<file path="src/rtl/genius_seq_player.sv">
// genius_seq_player: stores a sequence of 2-bit colours and replays it one
// step at a time, driving the LED multiplexer select and the lamp enable.
// Optional build macro GENIUS_SEQ_EXT_COLOR_EN: adds EXT_COLOR and stores it
// on ADD_STEP instead of the LFSR colour (the LFSR keeps running regardless).
module genius_seq_player #(
   parameter int MAX_LEN   = 16,
   parameter int ON_TICKS  = 8,
   parameter int OFF_TICKS = 4
) (
   input  logic                               CLK,
   input  logic                               RST_N,
   input  logic                               CLEAR,
   input  logic                               ADD_STEP,
   input  logic                               START,
`ifdef GENIUS_SEQ_EXT_COLOR_EN
   input  logic [1:0]                         EXT_COLOR,
`endif
   output logic [1:0]                         SEL,
   output logic                               LED_EN,
   output logic                               BUSY,
   output logic                               DONE,
   output logic [$clog2(MAX_LEN+1)-1:0]       LEN,
   output logic                               FULL
);

   localparam int LW   = $clog2(MAX_LEN + 1);
   localparam int IW   = $clog2(MAX_LEN);
   localparam int TMAX = (ON_TICKS > OFF_TICKS) ? ON_TICKS : OFF_TICKS;
   localparam int CW   = $clog2(TMAX + 1);

   typedef enum logic [1:0] {
      S_IDLE = 2'd0,
      S_ON   = 2'd1,
      S_OFF  = 2'd2,
      S_DONE = 2'd3
   } state_t;

   state_t          state, state_n;
   logic [CW-1:0]   cnt, cnt_n;
   logic [IW-1:0]   idx, idx_n;
   logic [1:0]      sel, sel_n;
   logic [LW-1:0]   len, len_n;
   logic            full, led_en, busy, done;
   logic            wr_en;
   logic            last_step;
   logic [1:0]      colour;
   logic [7:0]      lfsr;
   logic [1:0]      mem [MAX_LEN];

`ifdef GENIUS_SEQ_EXT_COLOR_EN
   assign colour = EXT_COLOR;
`else
   assign colour = lfsr[1:0];
`endif

   assign last_step = (LW'(idx) == (len - LW'(1)));

   // Free-running colour source; keeps stepping even when not appending
   always_ff @(posedge CLK) begin
      if (!RST_N) lfsr <= 8'hA5;
      else        lfsr <= {lfsr[6:0], lfsr[7] ^ lfsr[5] ^ lfsr[4] ^ lfsr[3]};
   end

   // Sequence storage; contents are don't-care beyond LEN so no reset
   always_ff @(posedge CLK) begin
      if (RST_N && wr_en) mem[len[IW-1:0]] <= colour;
   end

   // State, counters and registered outputs
   always_ff @(posedge CLK) begin
      if (!RST_N) begin
         state  <= S_IDLE;
         cnt    <= '0;
         idx    <= '0;
         sel    <= 2'b00;
         len    <= '0;
         full   <= 1'b0;
         led_en <= 1'b0;
         busy   <= 1'b0;
         done   <= 1'b0;
      end else begin
         state  <= state_n;
         cnt    <= cnt_n;
         idx    <= idx_n;
         sel    <= sel_n;
         len    <= len_n;
         full   <= (len_n == LW'(MAX_LEN));
         led_en <= (state_n == S_ON);
         busy   <= (state_n == S_ON) || (state_n == S_OFF);
         done   <= (state_n == S_DONE);
      end
   end

   // Next-state logic: CLEAR overrides everything, START beats ADD_STEP in IDLE
   always_comb begin
      state_n = state;
      cnt_n   = cnt;
      idx_n   = idx;
      sel_n   = sel;
      len_n   = len;
      wr_en   = 1'b0;
      if (CLEAR) begin
         state_n = S_IDLE;
         cnt_n   = '0;
         idx_n   = '0;
         sel_n   = 2'b00;
         len_n   = '0;
      end else begin
         case (state)
            S_IDLE: begin
               if (START) begin
                  if (len != '0) begin
                     state_n = S_ON;
                     cnt_n   = '0;
                     idx_n   = '0;
                     sel_n   = mem[0];
                  end else begin
                     state_n = S_DONE;
                  end
               end else if (ADD_STEP && !full) begin
                  wr_en = 1'b1;
                  len_n = len + LW'(1);
               end
            end
            S_ON: begin
               if (cnt == CW'(ON_TICKS - 1)) begin
                  state_n = S_OFF;
                  cnt_n   = '0;
               end else begin
                  cnt_n = cnt + CW'(1);
               end
            end
            S_OFF: begin
               if (cnt == CW'(OFF_TICKS - 1)) begin
                  cnt_n = '0;
                  if (last_step) begin
                     state_n = S_DONE;
                  end else begin
                     state_n = S_ON;
                     idx_n   = idx + IW'(1);
                     sel_n   = mem[idx + IW'(1)];
                  end
               end else begin
                  cnt_n = cnt + CW'(1);
               end
            end
            S_DONE: begin
               state_n = S_IDLE;
            end
            default: begin
               state_n = S_IDLE;
            end
         endcase
      end
   end

   assign SEL    = sel;
   assign LED_EN = led_en;
   assign BUSY   = busy;
   assign DONE   = done;
   assign LEN    = len;
   assign FULL   = full;

endmodule

</file>
<file path="config.mk">
export PLATFORM = sky130hd
export DESIGN_NAME = genius_seq_player
export DESIGN_NICKNAME = d
export VERILOG_FILES = /design/src/rtl/genius_seq_player.sv
export SDC_FILE = /design/constraint.sdc
export NUM_CORES = 1
export LEC_CHECK = 0
export ABC_AREA = 0
export ABC_CLOCK_PERIOD_IN_PS = 5200
export BUFFER_PORTS_ARGS = -buffer_cell sky130_fd_sc_hd__buf_2
export CAP_MARGIN = 25
export CORE_MARGIN = 4
export CORE_UTILIZATION = 40
export DETAILED_ROUTE_END_ITERATION = 7
export HOLD_SLACK_MARGIN = 0.03
export PLACE_DENSITY = 0.64
export SLEW_MARGIN = 20
export SYNTH_ARGS = -nofsm -noshare
export SYNTH_HDL_FRONTEND = slang
export SYNTH_SLANG_ARGS = --single-unit
</file>
<file path="constraint.sdc">
create_clock -name CLK -period 5.2 [get_ports CLK]
set_input_delay 1.04 -clock CLK [delete_from_list [all_inputs] [get_ports CLK]]
set_output_delay 1.04 -clock CLK [all_outputs]
set_load 0.1 [all_outputs]
</file>
==> impl_metrics.env, run 1 <==
export IMPL_period_needed_ps=2640
export IMPL_postSynthAreaPerCell_um2=11.7
export IMPL_coreArea_um2=7250
export IMPL_worst_path_largest_cell_delay_ps=540
export IMPL_initial_core_util_pct=41.2
export IMPL_min_delay_path_depth=1
export IMPL_multi_input_area_um2=1340
export IMPL_layout_drive_gt1_share_pct=13.2
export IMPL_cts_setup_buffers=0
export IMPL_vdd_ir_drop_max_mv=0.172
export IMPL_cp_buffers_inverters=1
export IMPL_grt_pass1_vias=1855
export IMPL_path_max_fanout=11
export IMPL_reg2reg_depth=9
export IMPL_met2_length_mm=2.68
export IMPL_startpoint_type="flop"
export IMPL_synth_top_cell_area_share_pct=32.2
export IMPL_synthCells=255
export IMPL_ys_seq_elements=61
export IMPL_dpl_hpwl_mm=3.98
export IMPL_dr_pass1_iters=4
export IMPL_tritoncts="done"
export IMPL_finalHoldViolCount=0
export IMPL_cap_viol_max_count=0
export IMPL_diodes=0
export IMPL_boundaryPins=16
export IMPL_end_kind="flop"
export IMPL_insertion_delay_ps=330
export IMPL_relSlewSlack_pct=54.0
export IMPL_hp_class="flop to flop"
export IMPL_netlist_area_um2=2990
export IMPL_vias=1934
export IMPL_fin_crit_sh_pct=50.8
export IMPL_initialDrtViolationCount=65
export IMPL_ant_nets=0
export IMPL_synth_area_leaders="edfxtp_1, dfxtp_1, mux4_1"
export IMPL_synth_edf_count=32
export IMPL_met1_length_mm=2.75
export IMPL_remaining_drc_errors=0
export IMPL_slew_violations=0
export IMPL_finalSetupViolations=0
export IMPL_die_h_um=94.4
export IMPL_routed_wl_met3_um=174
export IMPL_crit_family="compound AO/OA/AOI/OAI gates"
export IMPL_powerDensity_nw_per_um2=307
export IMPL_top_layer="met4"
export IMPL_seq_area_frac_synth_pct=51.6
export IMPL_max_freq_mhz=379
export IMPL_worstReg2RegEnd="BUSY"
export IMPL_ctsLongestPathBuffers=2
export IMPL_crit_required_ps=5470
export IMPL_instances_no_fill=372
export IMPL_leakagePower_nw=1.16
export IMPL_grt_max_degree=21
export IMPL_dp_cells=356
export IMPL_syn_nets=271
export IMPL_min_from="lfsr[6]"
export IMPL_synth_top_area_cell="edfxtp_1"
export IMPL_cts_buffers=9
export IMPL_p_total_mw=1.01
export IMPL_wl_mm=5.68
export IMPL_portBuffers=15
export IMPL_min_to="lfsr[7]"
export IMPL_htree_levels=3
export IMPL_rsz0062_at_grt="false"
export IMPL_hold_buffers=0
export IMPL_r2r_setup_slack_ps=2560
export IMPL_critPathKind="flop to flop"
export IMPL_dieArea_um2=8920
export IMPL_status="completed"
export IMPL_yosysMostFrequentCell="edfxtp_1"
export IMPL_yosys_warnings=0
export IMPL_cp_common_cell="ha_1"
export IMPL_max_slew_worst_pin_slew_ps=690
export IMPL_num_rows=31
export IMPL_r2r_start="LEN[0]"
export IMPL_cts_resized=0
export IMPL_root_buffer="clkbuf_8"
export IMPL_via_per_inst=5.20
export IMPL_seq_area_um2=1540
export IMPL_synth_async_reset_ratio_pct=0
export IMPL_antenna_found_initial=0
export IMPL_syn2layout_area_growth_pct=10.4
export IMPL_path_clk_slew_ps=60
export IMPL_post_drt_wl_per_cell_um=15.3
export IMPL_grt_use_total_pct=14.0
export IMPL_fill_cells=672
export IMPL_grt_first_pass_wirelength_mm=9.51
export IMPL_grt_overflow=0
export IMPL_cp_slowest_cell="dfxtp_1"
export IMPL_clkSinkCount=61
export IMPL_fin_nets=284
export IMPL_place_area_um2=3110
export IMPL_arrival_ps=2910
export IMPL_clock_skew_final_ps=7.86
export IMPL_crit_chain="inv_1 -> ha_1 -> xor2_1 -> nand3_1 -> a211oi_2 -> o221ai_1 -> a21o_1 -> ha_1 -> nor2b_1"
export IMPL_yosys_top_cells_count="edfxtp_1, dfxtp_1, nor2_1"
export IMPL_dieWidth_um=94.4
export IMPL_ys_flop_type="edfxtp_1"
export IMPL_place_congestion=0.771
export IMPL_fin_tns_setup_ps=0
export IMPL_design_area_um2=3300
export IMPL_yosysUniqueCellTypes=50
kinds of logic after synthesis:
kind of cell,share of synthesized area (%)
AO/OA/AOI/OAI,10.5
flip-flops,51.6
multiplexers,9.34
buffers and inverters,3.56
AND/OR/NAND/NOR,16.3
XOR/XNOR,4.10
adder cells (fa/ha/maj),4.61
worst register-to-register path, delay by kind of cell, from the launching register on:
family	cells	cell delay, ps
AO/OA/AOI/OAI	3	930
adder cells (fa/ha/maj)	2	620
flip-flops	1	540
AND/OR/NAND/NOR	2	220
buffers and inverters	1	120
XOR/XNOR	1	150
sequential cells by signal, summed over array words and instances (netlist names):
name,count
state,2
FULL,1
LED_EN,1
DONE,1
mem,32
SEL,2
idx,4
lfsr,8
BUSY,1
cnt,4
LEN,5
metal layers:
metal | GRT usage (%) | vias up
li1 | - | 961
met1 | 18.1 | 947
met2 | 21.9 | 21
met3 | 4.54 | 5
met4 | 5.42 | 0
met5 | 0 | -
metrics by stage:
step / setup WS (ps) / hold slack, ps / util [%]
4_1_cts: 2520 / 421 / 45.5
2_1_floorplan: 2120 / 386 / -
5_1_grt: 2300 / 442 / 45.5
3_3_place_gp: 2440 / 389 / 42.9
3_5_place_dp: 2430 / 402 / 42.9
6_report: 2560 / 414 / 45.5
final cells by class:
cell class                 count  area share [%]
clock inverter                 2            1.06
timing repair buffer          16            2.50
tap                           99            3.76
inverter                       6           0.683
sequential                    61            46.7
multi-input combinational    174            40.6
clock buffer                  14            4.63
power breakdown:
group,total [mW],internal [mW],leakage [nW],switching (mW)
combinational,0.0717,0.0247,0.545,0.0470
clock,0.404,0.235,0.0947,0.170
sequential,0.537,0.523,0.523,0.0143
total,1.01,0.782,1.16,0.231
worst max-delay path by stage:
stage	from	end	slack (ps)	cells after the start
global route	LEN[0]	BUSY	2300	9
floorplan	LEN[0]	BUSY	2120	10
detailed placement	RST_N	mem[2][0]	2430	5
CTS	LEN[2]	LEN[2]	2520	1
global placement	START	mem[3][0]	2440	6
finish	LEN[0]	BUSY	2560	9
cells in the final DEF (no fill, tap or decap), drive strengths merged, types with 2 or more instances in the layout:
master and count:
a311oi 2, a21o 5, a211oi 4, nand4b 2
xnor2 5, nor2b 7, mux4 8, nor3b 3
or4 2, clkbuf 14, a21boi 2, nor3 6
xor2 9, ha 11, o21ai 10, and2 8
nand2b 7, nand3b 2, buf 16, a31oi 3
nand4 3, nand2 10, dfxtp 29, edfxtp 32
nand3 4, a21oi 14, nor4bb 2, a22oi 2
inv 6, or4b 2, mux2i 5, nor2 25
mux2 2
(Power assumes the default switching activity.)
==> inputs of run 2 (changes only) <==
Settings changed: ABC_CLOCK_PERIOD_IN_PS 5200 to 2250, PLACE_DENSITY 0.64 to 0.66.
Clock period 5.2 ns to 2.25 ns, I/O delays scaled along.
==> run 2 against run 1 <==
  * Register-to-register slack got worse by 2400 ps
  * Sequential share of layout area decreased by 1.9 points
  * Non-clock buffer count is 12 higher
  * Clock skew is 2.8 ps higher
  * Worst setup slack lost 2400 ps
  * Wire length increased by 3.0%
  * Core utilization grew 2.3 points
==> impl_metrics.env, run 2 (synthesis gave the netlist of run 1 again) <==
export IMPL_place_congestion=0.789
export IMPL_setup_slack_ps=119
export IMPL_mostFrequentLayoutCells="edfxtp_1, nor2_1, dfxtp_1"
export IMPL_insertion_delay_ps=340
export IMPL_post_drt_wl_per_cell_um=15.2
export IMPL_leakagePower_nw=1.24
export IMPL_grt_max_degree=18
export IMPL_initialDrtViolationCount=76
export IMPL_vdd_ir_drop_max_mv=0.439
export IMPL_cts_resized=0
export IMPL_cap_viol_max_count=0
export IMPL_wl_mm=5.85
export IMPL_dieArea_um2=8920
export IMPL_root_buffer="clkbuf_8"
export IMPL_cp_slowest_cell="or4b_4"
export IMPL_critPathKind="flop to flop"
export IMPL_portBuffers=15
export IMPL_syn2layout_area_growth_pct=15.9
export IMPL_fin_tns_setup_ps=0
export IMPL_diodes=0
export IMPL_remaining_drc_errors=0
export IMPL_initial_core_util_pct=41.2
export IMPL_end_kind="flop"
export IMPL_status="completed"
export IMPL_worst_path_largest_cell_delay_ps=480
export IMPL_path_clk_slew_ps=70
export IMPL_rsz0062_at_grt="true"
export IMPL_boundaryPins=16
export IMPL_powerDensity_nw_per_um2=716
export IMPL_cts_setup_buffers=0
export IMPL_dr_pass1_iters=4
export IMPL_hp_class="flop to flop"
export IMPL_finalSetupViolations=0
export IMPL_clock_skew_final_ps=10.7
export IMPL_cp_common_cell="a21o_1"
export IMPL_hold_buffers=0
export IMPL_grt_use_total_pct=14.3
export IMPL_dpl_hpwl_mm=4.19
export IMPL_instances_no_fill=384
export IMPL_max_slew_worst_pin_slew_ps=556
export IMPL_ctsLongestPathBuffers=2
export IMPL_max_freq_mhz=469
export IMPL_die_h_um=94.4
export IMPL_finalHoldViolCount=0
export IMPL_p_total_mw=2.48
export IMPL_cts_buffers=9
export IMPL_clkSinkCount=61
export IMPL_crit_chain="inv_4 -> ha_4 -> or4b_4 -> nand2_1 -> o21ai_0 -> a21o_1 -> a21o_1 -> ha_1 -> nor2b_1"
export IMPL_grt_overflow=0
export IMPL_fin_crit_sh_pct=94.7
export IMPL_crit_required_ps=2530
export IMPL_fill_cells=664
export IMPL_final_util_pct=47.7
export IMPL_grt_pass1_vias=1855
export IMPL_layout_commonest_cell="edfxtp_1"
export IMPL_period_needed_ps=2130
export IMPL_place_ws_ps=73.9
export IMPL_path_max_fanout=11
export IMPL_dieWidth_um=94.4
export IMPL_tritoncts="done"
export IMPL_dp_cells=368
export IMPL_slew_violations=0
export IMPL_fin_nets=296
export IMPL_startpoint_type="flop"
export IMPL_grt_first_pass_wirelength_mm=9.47
export IMPL_ant_nets=0
export IMPL_coreArea_um2=7250
export IMPL_htree_levels=3
export IMPL_layout_drive_gt1_share_pct=21.4
export IMPL_arrival_ps=2410
export IMPL_whs_ps=414
export IMPL_vias=2025
export IMPL_relSlewSlack_pct=62.9
export IMPL_antenna_found_initial=0
export IMPL_num_rows=31
export IMPL_place_area_um2=3240
export IMPL_design_area_um2=3460
export IMPL_largest_register_ff_count=32
export IMPL_via_per_inst=5.27
## run 2: cell count changes in the layout (fill, tap and decap cells not counted), sizes merged
cell / delta
buf: +12
bufinv: +1
clkbuf: -4
clkinv: +1
clkinvlp: +2
## run 2: worst paths after layout
check	to	start	slack [ps]	cells after the start
setup / recovery	BUSY	LEN[0]	120	9
hold / removal	lfsr[7]	lfsr[6]	410	1
setup reg to reg	BUSY	LEN[0]	120	9
hold reg to reg	lfsr[7]	lfsr[6]	410	1
## run 2: routing by layer
layer  track usage [%]  share of wire (%)  vias to the layer above
li1                  -                  -                      993
met1              17.7                 46                      992
met2              23.0                 48                       30
met3              4.46                4.5                       10
met4              6.02                1.4                        0
met5                 0                  0                        -
## run 2: area by class of cell
class	count	area [µm²]	share of cell area, %
multi-input cells	174	1370	39.6
clock inverters	6	88.8	2.57
well taps	99	124	3.58
clock buffers	10	128	3.68
inverters	6	25.0	0.723
flip-flops and latches	61	1550	44.8
repair buffers	28	173	4.99
## run 2: worst max-delay path, delay by kind of cell, from the launching register on
kind	cells	cell delay, ps
AOI/OAI and AO/OA	3	490
and+or+nand+nor	3	690
buffers and inverters	1	80
DFF	1	400
adders and majority gates	2	430
## run 2: report_power, final
part	switching, mW	internal (mW)	total (mW)
logic	0.114	0.0673	0.182
registers	0.0332	1.21	1.24
clock network	0.437	0.623	1.06
total	0.585	1.90	2.48
==> inputs of run 3 (changes only) <==
Settings changed: ABC_CLOCK_PERIOD_IN_PS 2250 to 2440, BUFFER_PORTS_ARGS -buffer_cell sky130_fd_sc_hd__buf_2 to unset, DONT_BUFFER_PORTS set to 1, PLACE_DENSITY 0.66 to 0.62.
Clock period 2.25 ns to 2.44 ns, I/O delays scaled along.
==> run 3 against run 2 <==
  * Clock power down 25%
  * Sequential power shrank 8%
  * Clock skew is essentially flat
  * Fmax fell by 4.6%
  * Total power shrank 16%
  * Wire length decreased by 1.9%
  * Combinational power decreased by 15%
  * Count of clock-buffer cells in the layout decreased by 1
  * Critical path type unchanged
  * Largest power group unchanged
==> impl_metrics.env, run 3 (synthesis gave the netlist of run 1 again) <==
export IMPL_arrival_ps=2250
export IMPL_grt_use_total_pct=14.1
export IMPL_hold_buffers=0
export IMPL_powerDensity_nw_per_um2=625
export IMPL_cts_setup_buffers=0
export IMPL_max_freq_mhz=448
export IMPL_post_drt_wl_per_cell_um=15.4
export IMPL_max_slew_worst_pin_slew_ps=612
export IMPL_htree_levels=3
export IMPL_dr_pass1_iters=4
export IMPL_fin_nets=285
export IMPL_place_congestion=0.744
export IMPL_end_kind="flop"
export IMPL_final_util_pct=46.2
export IMPL_dieWidth_um=94.4
export IMPL_via_per_inst=5.17
export IMPL_boundaryPins=16
export IMPL_rsz0062_at_grt="false"
export IMPL_ctsLongestPathBuffers=2
export IMPL_dieArea_um2=8920
export IMPL_grt_first_pass_wirelength_mm=9.65
export IMPL_largest_register_ff_count=32
export IMPL_initialDrtViolationCount=83
export IMPL_leakagePower_nw=1.18
export IMPL_die_h_um=94.4
export IMPL_finalHoldViolCount=0
export IMPL_fin_tns_setup_ps=0
export IMPL_vdd_ir_drop_max_mv=0.308
export IMPL_grt_max_degree=18
export IMPL_initial_core_util_pct=41.2
export IMPL_instances_no_fill=373
export IMPL_clkSinkCount=61
export IMPL_num_rows=31
export IMPL_mostFrequentLayoutCells="edfxtp_1, nor2_1, dfxtp_1"
export IMPL_hp_class="input port to flop"
export IMPL_portBuffers=0
export IMPL_tritoncts="done"
export IMPL_clock_skew_final_ps=10.2
export IMPL_cts_resized=0
export IMPL_syn2layout_area_growth_pct=12.2
export IMPL_dp_cells=357
export IMPL_status="completed"
export IMPL_fin_crit_sh_pct=91.6
export IMPL_layout_drive_gt1_share_pct=17.2
export IMPL_wl_mm=5.74
export IMPL_path_clk_slew_ps=70
export IMPL_slew_violations=0
export IMPL_antenna_found_initial=0
export IMPL_insertion_delay_ps=340
export IMPL_period_needed_ps=2230
export IMPL_dpl_hpwl_mm=4.02
export IMPL_ant_nets=0
export IMPL_remaining_drc_errors=0
export IMPL_relSlewSlack_pct=59.1
export IMPL_coreArea_um2=7250
export IMPL_diodes=0
export IMPL_critPathKind="flop to flop"
export IMPL_grt_pass1_vias=1948
export IMPL_path_max_fanout=10
export IMPL_layout_commonest_cell="edfxtp_1"
export IMPL_finalSetupViolations=0
export IMPL_startpoint_type="flop"
export IMPL_cts_buffers=9
export IMPL_cap_viol_max_count=0
export IMPL_grt_overflow=0
export IMPL_crit_required_ps=2450
export IMPL_root_buffer="clkbuf_8"
export IMPL_vias=1928
==> run 3: cell types whose count changed in the layout (fill, tap and decap cells not counted), sizes merged <==
cell,previous run,this run
buf,28,17
inv,6,8
clkbuf,10,9
bufinv,2,0
clkinv,2,4
clkinvlp,2,1
==> run 3: routing by layer <==
metal | track usage [%] | up-vias | share of wire [%]
met3 | 4.30 | 6 | 3.5
met1 | 18.6 | 929 | 47
met4 | 4.69 | 0 | 1.0
met2 | 22.2 | 27 | 48
li1 | - | 966 | -
met5 | 0 | - | 0
==> run 3: report_power, final <==
part / internal (mW) / total, mW / switching, mW / leakage [nW]
logic: 0.0573 / 0.155 / 0.0979 / 0.559
clock network: 0.371 / 0.797 / 0.426 / 0.0898
registers: 1.11 / 1.14 / 0.0310 / 0.526
total: 1.54 / 2.09 / 0.555 / 1.18
==> run 3: area by class of cell <==
| class | instances | area (µm²) |
|---|---|---|
| fill | 680 | 3900 |
| sequential | 61 | 1550 |
| multi-input combinational | 174 | 1350 |
| timing repair buffer | 17 | 128 |
| clock buffer | 9 | 124 |
| tap | 99 | 124 |
| clock inverter | 7 | 48.8 |
| inverter | 6 | 22.5 |
==> run 3: through the flow <==
step,worst slack (ps),hold slack (ps),power (mW),cell area [µm²]
global placement,252,392,1.32,3170
floorplan,30.4,386,1.28,3010
detailed placement,231,406,1.32,3170
global route,13.7,210,2.18,3350
CTS,211,196,2.11,3350
finish,206,212,2.09,3350
==> run 3: critical path, stage by stage (launching register included) <==
cell and delay, ps:
dfxtp_1 350, inv_1 90, ha_1 170, nor4bb_1 270, buf_4 230, nor2b_1 270, nand2_1 220, nor3_1 300
==> run 3: final timing paths <==
path | to | slack (ps) | cells past startpoint | from
worst max-delay path | mem[0][0] | 210 | 7 | state[1]
worst min-delay path | lfsr[0] | 210 | 1 | RST_N
worst max register to register | mem[0][0] | 210 | 7 | state[1]
worst min register to register | lfsr[7] | 420 | 1 | lfsr[6]
